`src/rtl/ioctl_rom_dip_loader_if.sv`:
```
// ----------------------------------------------------------------------------
// ioctl_rom_dip_loader_if
// Byte-stream bus between hps_io (master) and the ROM/DIP loader (slave).
//   ioctl_download : a download is in progress
//   ioctl_index    : download target selector
//   ioctl_wr       : one-cycle byte strobe
//   ioctl_addr     : byte address within the current download
//   ioctl_dout     : byte data
// ----------------------------------------------------------------------------
interface ioctl_rom_dip_loader_if #(
    parameter int ADDR_W = 25
) ();
    logic              ioctl_download;
    logic [7:0]        ioctl_index;
    logic              ioctl_wr;
    logic [ADDR_W-1:0] ioctl_addr;
    logic [7:0]        ioctl_dout;

    modport master (
        output ioctl_download,
        output ioctl_index,
        output ioctl_wr,
        output ioctl_addr,
        output ioctl_dout
    );

    modport slave (
        input  ioctl_download,
        input  ioctl_index,
        input  ioctl_wr,
        input  ioctl_addr,
        input  ioctl_dout
    );
endinterface

```
`src/rtl/ioctl_rom_dip_loader.sv`:
```
// ----------------------------------------------------------------------------
// ioctl_rom_dip_loader
// Download sink between hps_io's ioctl stream and an arcade core. ROM bytes are
// forwarded to the core's download port, DIP bytes and the mod byte are
// captured, and a core reset is generated that covers the ROM download and is
// stretched for HOLD_CYCLES afterwards.
//
// Ports:
//   clk_sys      : system clock
//   reset_n      : asynchronous active-low reset
//   ioctl        : ioctl byte stream (slave side)
//   user_reset   : OSD/button reset request
//   dl_addr/dl_data/dl_wr : registered ROM write port to the core
//   sw           : DIP bank, byte k on sw[8k+7:8k]
//   mod          : mod byte
//   rom_download : ROM download active (combinational)
//   rom_loaded   : sticky, a complete ROM download plus hold has finished
//   rom_overflow : sticky, a ROM byte addressed beyond the dl_addr range
//   core_reset   : active-high reset to the core
// ----------------------------------------------------------------------------
module ioctl_rom_dip_loader #(
    parameter int         ADDR_W      = 25,
    parameter int         DL_ADDR_W   = 17,
    parameter int         NUM_DIP     = 8,
    parameter logic [7:0] ROM_INDEX   = 8'd0,
    parameter logic [7:0] MOD_INDEX   = 8'd1,
    parameter logic [7:0] DIP_INDEX   = 8'd254,
    parameter int         HOLD_CYCLES = 1024
) (
    input  logic                   clk_sys,
    input  logic                   reset_n,
    ioctl_rom_dip_loader_if.slave  ioctl,
    input  logic                   user_reset,
    output logic [DL_ADDR_W-1:0]   dl_addr,
    output logic [7:0]             dl_data,
    output logic                   dl_wr,
    output logic [8*NUM_DIP-1:0]   sw,
    output logic [7:0]             mod,
    output logic                   rom_download,
    output logic                   rom_loaded,
    output logic                   rom_overflow,
    output logic                   core_reset
);

    localparam int CNT_W = (HOLD_CYCLES > 1) ? $clog2(HOLD_CYCLES) : 1;
    localparam logic [CNT_W-1:0] CNT_LOAD = CNT_W'(HOLD_CYCLES - 1);

    localparam logic [1:0] ST_IDLE = 2'd0;
    localparam logic [1:0] ST_RUN  = 2'd1;
    localparam logic [1:0] ST_LOAD = 2'd2;
    localparam logic [1:0] ST_HOLD = 2'd3;

    logic                 rom_wr;
    logic                 addr_in_range;
    logic                 dip_wr;
    logic                 mod_wr;
    logic                 ovf_set;
    logic                 enter_load;
    logic                 loaded_set;
    logic                 core_reset_next;

    logic [1:0]           state_reg, state_next;
    logic [CNT_W-1:0]     cnt_reg, cnt_next;
    logic                 dl_wr_reg;
    logic [DL_ADDR_W-1:0] dl_addr_reg;
    logic [7:0]           dl_data_reg;
    logic [7:0]           mod_reg;
    logic                 rom_loaded_reg;
    logic                 rom_overflow_reg;
    logic                 core_reset_reg;

    assign rom_download  = ioctl.ioctl_download && (ioctl.ioctl_index == ROM_INDEX);
    assign rom_wr        = ioctl.ioctl_wr && rom_download;
    // Any set bit above the core's address range means the byte cannot land.
    assign addr_in_range = (ioctl.ioctl_addr >> DL_ADDR_W) == '0;
    assign ovf_set       = rom_wr && !addr_in_range;
    assign dip_wr        = ioctl.ioctl_wr && (ioctl.ioctl_index == DIP_INDEX);
    assign mod_wr        = ioctl.ioctl_wr && (ioctl.ioctl_index == MOD_INDEX);

    // ROM write port: one-cycle strobe, address/data hold between writes.
    always_ff @(posedge clk_sys or negedge reset_n) begin
        if (!reset_n) begin
            dl_wr_reg   <= 1'b0;
            dl_addr_reg <= '0;
            dl_data_reg <= '0;
        end else begin
            dl_wr_reg <= rom_wr && addr_in_range;
            if (rom_wr && addr_in_range) begin
                dl_addr_reg <= ioctl.ioctl_addr[DL_ADDR_W-1:0];
                dl_data_reg <= ioctl.ioctl_dout;
            end
        end
    end

    // DIP bank: one register per byte. Matching the address exactly against
    // the byte number also drops every address >= NUM_DIP.
    generate
        for (genvar gi = 0; gi < NUM_DIP; gi++) begin : g_dip
            logic [7:0] byte_reg;
            always_ff @(posedge clk_sys or negedge reset_n) begin
                if (!reset_n) begin
                    byte_reg <= '0;
                end else if (dip_wr && (ioctl.ioctl_addr == ADDR_W'(gi))) begin
                    byte_reg <= ioctl.ioctl_dout;
                end
            end
            assign sw[8*gi +: 8] = byte_reg;
        end
    endgenerate

    always_ff @(posedge clk_sys or negedge reset_n) begin
        if (!reset_n) begin
            mod_reg <= '0;
        end else if (mod_wr) begin
            mod_reg <= ioctl.ioctl_dout;
        end
    end

    // Reset sequencer.
    always_comb begin
        state_next = state_reg;
        cnt_next   = cnt_reg;
        loaded_set = 1'b0;
        case (state_reg)
            ST_IDLE: state_next = rom_download ? ST_LOAD : ST_RUN;
            ST_RUN: begin
                if (rom_download) state_next = ST_LOAD;
            end
            ST_LOAD: begin
                if (!rom_download) begin
                    state_next = ST_HOLD;
                    cnt_next   = CNT_LOAD;
                end
            end
            ST_HOLD: begin
                if (rom_download) begin
                    state_next = ST_LOAD;
                end else if (cnt_reg == '0) begin
                    state_next = ST_RUN;
                    loaded_set = 1'b1;
                end else begin
                    cnt_next = cnt_reg - 1'b1;
                end
            end
            default: state_next = ST_IDLE;
        endcase
    end

    assign enter_load = (state_next == ST_LOAD) && (state_reg != ST_LOAD);
    // Registered from the next state so the reset releases on the same edge
    // the sequencer reaches RUN.
    assign core_reset_next = (state_next == ST_RUN) ? user_reset : 1'b1;

    always_ff @(posedge clk_sys or negedge reset_n) begin
        if (!reset_n) begin
            state_reg        <= ST_IDLE;
            cnt_reg          <= '0;
            rom_loaded_reg   <= 1'b0;
            rom_overflow_reg <= 1'b0;
            core_reset_reg   <= 1'b1;
        end else begin
            state_reg      <= state_next;
            cnt_reg        <= cnt_next;
            core_reset_reg <= core_reset_next;
            if (loaded_set) rom_loaded_reg <= 1'b1;
            // An out-of-range byte in the very first cycle of a new download
            // belongs to that download, so the set wins over the entry clear.
            if (ovf_set) begin
                rom_overflow_reg <= 1'b1;
            end else if (enter_load) begin
                rom_overflow_reg <= 1'b0;
            end
        end
    end

    assign dl_wr        = dl_wr_reg;
    assign dl_addr      = dl_addr_reg;
    assign dl_data      = dl_data_reg;
    assign mod          = mod_reg;
    assign rom_loaded   = rom_loaded_reg;
    assign rom_overflow = rom_overflow_reg;
    assign core_reset   = core_reset_reg;

endmodule

```
`src/flat_wrapper.sv`:
```
// flat-port wrapper written by rule: the top's interface ports become plain ports
module ioctl_rom_dip_loader_flat 
#(
    parameter int         ADDR_W      = 25,
    parameter int         DL_ADDR_W   = 17,
    parameter int         NUM_DIP     = 8,
    parameter logic [7:0] ROM_INDEX   = 8'd0,
    parameter logic [7:0] MOD_INDEX   = 8'd1,
    parameter logic [7:0] DIP_INDEX   = 8'd254,
    parameter int         HOLD_CYCLES = 1024
)
  (clk_sys, reset_n, user_reset, dl_addr, dl_data, dl_wr, sw, mod, rom_download, rom_loaded, rom_overflow, core_reset, ioctl_ioctl_download, ioctl_ioctl_index, ioctl_ioctl_wr, ioctl_ioctl_addr, ioctl_ioctl_dout);
  ioctl_rom_dip_loader_if #(.ADDR_W(ADDR_W)) ioctl_i ();
  input  logic clk_sys;
  input  logic reset_n;
  input  logic user_reset;
  output logic [DL_ADDR_W-1:0] dl_addr;
  output logic [7:0] dl_data;
  output logic dl_wr;
  output logic [8*NUM_DIP-1:0] sw;
  output logic [7:0] mod;
  output logic rom_download;
  output logic rom_loaded;
  output logic rom_overflow;
  output logic core_reset;
  input wire logic [$bits(ioctl_i.ioctl_download)-1:0] ioctl_ioctl_download;
  input wire logic [$bits(ioctl_i.ioctl_index)-1:0] ioctl_ioctl_index;
  input wire logic [$bits(ioctl_i.ioctl_wr)-1:0] ioctl_ioctl_wr;
  input wire logic [$bits(ioctl_i.ioctl_addr)-1:0] ioctl_ioctl_addr;
  input wire logic [$bits(ioctl_i.ioctl_dout)-1:0] ioctl_ioctl_dout;
  assign ioctl_i.ioctl_download = ioctl_ioctl_download;
  assign ioctl_i.ioctl_index = ioctl_ioctl_index;
  assign ioctl_i.ioctl_wr = ioctl_ioctl_wr;
  assign ioctl_i.ioctl_addr = ioctl_ioctl_addr;
  assign ioctl_i.ioctl_dout = ioctl_ioctl_dout;
  ioctl_rom_dip_loader #(.ADDR_W(ADDR_W), .DL_ADDR_W(DL_ADDR_W), .NUM_DIP(NUM_DIP), .ROM_INDEX(ROM_INDEX), .MOD_INDEX(MOD_INDEX), .DIP_INDEX(DIP_INDEX), .HOLD_CYCLES(HOLD_CYCLES)) u_core (.clk_sys(clk_sys), .reset_n(reset_n), .ioctl(ioctl_i), .user_reset(user_reset), .dl_addr(dl_addr), .dl_data(dl_data), .dl_wr(dl_wr), .sw(sw), .mod(mod), .rom_download(rom_download), .rom_loaded(rom_loaded), .rom_overflow(rom_overflow), .core_reset(core_reset));
endmodule
```
`config.mk`:
```
export PLATFORM = sky130hd
export DESIGN_NAME = ioctl_rom_dip_loader_flat
export DESIGN_NICKNAME = d
export VERILOG_FILES = /design/src/rtl/ioctl_rom_dip_loader_if.sv /design/src/rtl/ioctl_rom_dip_loader.sv /design/src/flat_wrapper.sv
export SDC_FILE = /design/constraint.sdc
export NUM_CORES = 1
export LEC_CHECK = 0
export ABC_AREA = 1
export CAP_MARGIN = 15
export CORE_ASPECT_RATIO = 1.1
export CORE_MARGIN = 3
export CORE_UTILIZATION = 51
export DETAILED_ROUTE_END_ITERATION = 8
export GPL_TIMING_DRIVEN = 0
export PLACE_DENSITY = 0.85
export SLEW_MARGIN = 20
export SYNTH_ARGS = -nofsm -noshare
export SYNTH_HDL_FRONTEND = slang
export SYNTH_SLANG_ARGS = --single-unit
export TNS_END_PERCENT = 100
```
`constraint.sdc`:
```
create_clock -name clk_sys -period 2.8 [get_ports clk_sys]
set_clock_uncertainty 0.05 [all_clocks]
set_input_delay 0.28 -clock clk_sys [delete_from_list [all_inputs] [get_ports clk_sys]]
set_output_delay 0.28 -clock clk_sys [all_outputs]
set_load 0.02 [all_outputs]
```
Word level (Yosys, flattened, before mapping)
Cells that the tools add are included.
Widths: inputs -> output; s select.
{"block": "totals", "in_bits": 46, "elab_cells": 76, "regBits": 113, "output_inout_bits": 102}
{"block": "classes", "eq_ne": 18, "add_sub_neg": 1, "mux": 16, "reduce_logical": 24}
{"operator": "$eq 25x3->1 const B", "n": 4}
{"operator": "$eq 25x2->1 const B", "n": 2}
{"operator": "$logic_not 25->1", "n": 2}
{"operator": "$mux 10", "n": 3}
{"operator": "$eq 25x1->1 const B", "n": 1}
{"operator": "$pmux 10 s2", "n": 1}
{"operator": "$logic_and 1x1->1", "n": 15}
{"operator": "$logic_not 10->1", "n": 1}
{"operator": "$mux 2", "n": 5}
{"operator": "$sub 10x1->10 const B", "n": 1}
{"operator": "$eq 8x1->1 const B", "n": 1}
{"operator": "$eq 8x8->1 const B", "n": 1}
{"operator": "$logic_not 8->1", "n": 1}
{"operator": "$ne 2x2->1 const B", "n": 4}
{"operator": "$pmux 2 s4", "n": 1}
{"operator": "$eq 2x2->1 const B", "n": 3}
{"operator": "$mux 1", "n": 6}
{"operator": "$eq 2x1->1 const B", "n": 2}
{"operator": "$reduce_and 4->1", "n": 1}
{"operator": "$reduce_bool 2->1", "n": 2}
{"operator": "$logic_not 2->1", "n": 1}
{"operator": "$logic_not 1->1", "n": 1}

Longest topological paths before layout
{"block": "depth", "depth_word": 8, "mapped_depth": 9, "mapped_depth_nobuf": 9}

Least setup slack after synthesis
Ideal clock, no wire load.
{"block": "synth_timing", "kind": "reg-to-reg", "startpoint": "reg u_core.cnt_reg[0]", "endpoint": "reg u_core.core_reset_reg, in the netlist u_core.core_reset", "required_ps": 2666, "t_arrival_ps": 1372, "setup_time_ps": 84, "stages_incl_launch_ff": 9, "period_less_slack_ps": 1506, "path_slack_ps": 1294, "path_buffers": 0, "path_cell_list": "dfrtp_1 inv_1 ha_1 nand3_1 inv_1 nand3_1 nand2_1 nand2_1 or2_2"}
{"block": "synth_between", "elab_chain_cells": 6}
{"item": "start, declared", "line_no": "ioctl_rom_dip_loader.sv:63", "text": "logic [CNT_W-1:0] cnt_reg, cnt_next;"}
{"item": "start signal, assigned", "line_no": "ioctl_rom_dip_loader.sv:163", "text": "cnt_reg <= cnt_next;"}
{"item": "$logic_not 10->1", "line_no": "ioctl_rom_dip_loader.sv:138", "text": "end else if (cnt_reg == '0) begin"}
{"item": "$mux 2", "line_no": "ioctl_rom_dip_loader.sv:138"}
{"item": "$mux 2", "line_no": "ioctl_rom_dip_loader.sv:136", "text": "if (rom_download) begin"}
{"item": "$pmux 2 s4", "line_no": "ioctl_rom_dip_loader.sv:124", "text": "case (state_reg)"}
{"item": "named net u_core.state_next[1]", "line_no": "ioctl_rom_dip_loader.sv:62", "text": "logic [1:0] state_reg, state_next;"}
{"item": "$eq 2x1->1", "line_no": "ioctl_rom_dip_loader.sv:152", "text": "assign core_reset_next = (state_next == ST_RUN) ? user_reset : 1'b1;"}
{"item": "$mux 1", "line_no": "ioctl_rom_dip_loader.sv:152"}
{"item": "named net u_core.core_reset_next", "line_no": "ioctl_rom_dip_loader.sv:60", "text": "logic core_reset_next;"}
{"item": "end signal, assigned", "line_no": "ioctl_rom_dip_loader.sv:164", "text": "core_reset_reg <= core_reset_next;"}
{"item": "end, declared", "line_no": "ioctl_rom_dip_loader.sv:70", "text": "logic core_reset_reg;"}
The timed path passes the listed nets, and every way through them passes these cells.
A chain may end at the register's enable or synchronous reset.

Worst setup path in the final report
{"block": "layout_timing", "startpoint": "in ioctl_ioctl_index[4]", "endpoint": "out rom_download"}
{"block": "layout_between", "elab_chain_cells": 2}
{"item": "start, declared", "line_no": "flat_wrapper.sv:27", "text": "input wire logic [$bits(ioctl_i.ioctl_index)-1:0] ioctl_ioctl_index;"}
{"item": "$logic_not 8->1", "line_no": "ioctl_rom_dip_loader.sv:72", "text": "assign rom_download = ioctl.ioctl_download && (ioctl.ioctl_index == ROM_INDEX);"}
{"item": "$logic_and 1x1->1", "line_no": "ioctl_rom_dip_loader.sv:72"}
{"item": "end, declared", "line_no": "flat_wrapper.sv:22", "text": "output logic rom_download;"}
No other way between the ends.

==> run_results.csv <==
group,metric,value,unit
run_status,status,"complete, no violations",
finish,final_cells,907,
finish,design_area,7244,um2
finish,regArea,2829,um2
clock_network,clk_pin_slew,0.05,ns
route,drt-initial-drc-count,324,
yosys,synth-simple-area-share,37.46,%
yosys,syn_nets,664,
power,leakage,3.615,nW
power,cellPowerDensity,632.1,nW/um2
route,final_antenna_net_count,0,
finish,drive_above_1_share,9.114,%
clock_network,ctsHoldBuffers,1,
global_routing,met3_usage,9.440,%
sta,slew_violations,0,
route,drt-pass1-iter-count,5,
yosys,synth_area,5027,um2
sta,slew_headroom,44.19,%
floorplan,core-area,9490,um2
finish,final_common_cell,"nand2_1",
floorplan,fp.dieArea,11090,um2
global_routing,grt_antenna_before_repair,0,
clock_network,clkSinkCount,113,
sta,rsz0062_at_grt,"no",
global_routing,grt_max_degree,84,
placement,io_buffer_count,139,
yosys,synth_area_leaders,"dfrtp_1 (56%), nand2_1 (19%), nand3_1 (11%)",
global_routing,overflow,0,
global_routing,grt_pass1_wl,24320,um
yosys,yosys_warnings,0,
yosys,ys_seq_area_share,56.27,%
yosys,synth_top_family_by_area,"simple AND/OR/NAND/NOR gates",
yosys,yosys.area.top_type,"dfrtp_1",
placement,dpl.hpwl,10190,um
placement,gp_congestion,0.8179,
global_routing,busiest_layer,"met2",
flow_run,cap_violations,0,
floorplan,start_util,52.97,%
clock_network,worstSkewPairLatency,0.51,ns
route,routedWlPerCell,16.47,um
finish,final_cell_mix,"nand2_1 (261), clkdlybuf4s50_1 (138), dfrtp_1 (112)",
clock_network,cts_setup_buffers,0,
clock_network,cts_made_buffers,17,
floorplan,die_y,110.1,um
finish,multi_input_area,1971,um2
yosys,syn_area_per_cell,8.148,um2
placement,dp_cells,874,
finish,utilization,76.33,%
sta,hold_viol,0,
sta,tightest_slew,0.8327,ns
yosys,synthAdderAreaFrac,0.2489,%
worst_hold_path,hp-class,"in -> async",
route,wirelength,14940,um
finish,num_antenna_cells,0,
yosys,synth-seq-cells,113,
yosys,synth_top_area_share,55.75,%
placement,place_area,6594,um2
yosys,synth-xor-area-share,0,%
finish,synthToLayoutAreaGrowth,44.10,%
placement,place_ws,0.3873,ns
sta,setup_viol,0,
clock_network,tritoncts,"built",
setup_path,critPathKind,"in -> out",
finish,fin_nets,824,
clock_network,cts-htree-levels,4,
yosys,synthMuxAreaShare,0,%
yosys,synth_compound_area_share,1.493,%
power,irDropWorstVdd,463.0,uV
sta,max_freq,0.4353,GHz
finish,largest_reg_flops,64,
floorplan,io_pins,148,
global_routing,met2_usage,48.97,%
setup_path,critPathRequiredTime,2.47,ns
floorplan,die_w,100.7,um
route,vias,4832,
setup_path,start_kind,"input port",
sta,fin_crit_sh,82.05,%
finish,fillers,639,
global_routing,met1_usage,33.08,%
clock_network,root_buffer,"clkbuf_8",
clock_network,cts.path.max_buffers,2,
sta,fin_crit,2.297,ns
global_routing,grt_util_all_layers,28.67,%
floorplan,num_rows,37,
setup_path,crit_arrival,1.97,ns
sta,setup_slack,0.5027,ns
global_routing,grt_pass1_vias,4937,
route,via_per_inst,5.327,
yosys,synthCells,617,
route,drc,0,
clock_network,ctsResizeCount,0,
yosys,synth_cell_types,21,
setup_path,end_kind,"output port",
setup_path,path_max_fanout,7,
[critical path, cell delays in order]
cell and delay [ns]:
clkdlybuf4s50_1 0.43, nor2_1 0.13, nand2_1 0.07, nor2_1 0.15, nand2_2 0.15, inv_1 0.13
clkdlybuf4s50_1 0.63
[power by group]
part / internal, mW / switching, mW
clock: 1.55 / 0.757
combinational: 0.177 / 0.297
sequential: 1.72 / 0.0795
[cells by family (layout without fill, tap and decap cells)]
kind of cell	after synthesis	in the layout
and+or+nand+nor	433	433
DFF	113	113
buffers and inverters	56	229
AOI/OAI and AO/OA	14	14
adders and majority gates	1	1
[cell usage after synthesis]
cell / number
nand3_1: 107
nor3_2: 1
o21ai_0: 12
nand2_2: 10
o31ai_1: 1
nand2_1: 261
buf_2: 11
or2_2: 2
dfrtp_1: 112
ha_1: 1
buf_4: 1
nor2_1: 39
o21bai_1: 1
clkbuf_1: 11
nor2_4: 10
dfstp_2: 1
inv_1: 32
nor2_2: 1
nand4_1: 1
clkinv_1: 1
nand2_4: 1
[worst paths after layout]
| kind | startpoint | end | slack (ns) | depth (start not counted) |
|---|---|---|---|---|
| min in group clk_sys | ioctl_ioctl_dout[7] | u_core.mod[7]$_DFFE_PN0P_ | 0.25 | 3 |
| min | reset_n | u_core.dl_addr[16]$_DFFE_PN0P_ | 0.16 | 2 |
| max in group asynchronous | reset_n | u_core.g_dip[5].byte_reg[6]$_DFFE_PN0P_ | 1.86 | 3 |
| max reg2reg | u_core.cnt_reg[0]$_DFFE_PN0P_ | u_core.cnt_reg[2]$_DFFE_PN0P_ | 1.02 | 9 |
| min reg2reg | u_core.g_dip[5].byte_reg[1]$_DFFE_PN0P_ | u_core.g_dip[5].byte_reg[1]$_DFFE_PN0P_ | 0.42 | 2 |
| max | ioctl_ioctl_index[4] | rom_download | 0.50 | 7 |
[area by class of cell]
type	instances	share of cell area (%)
Multi-Input combinational cell	448	27.20
Buffer	23	1.434
Clock inverter	14	2.936
Inverter	33	1.710
Timing Repair Buffer	141	19.74
Clock buffer	18	5.907
Tap cell	117	2.021
Sequential cell	113	39.05
[routing by layer]
layer	vias to the layer above	wire length (um)
met5	-	0
met3	33	1208
li1	2270	-
met4	0	381
met2	209	7697
met1	2320	5653
[metrics by stage]
stage          TNS, ns  hold WS, ns  total power [mW]
5_1_grt              0       0.1711             4.781
6_report             0       0.1621             4.579
4_1_cts              0       0.1593             4.599
3_5_place_dp         0       0.1345             2.285
2_1_floorplan        0     -0.06559             2.082
3_3_place_gp   -310.42       0.4034             2.248
Note: power is estimated with default switching activity, not from simulation.
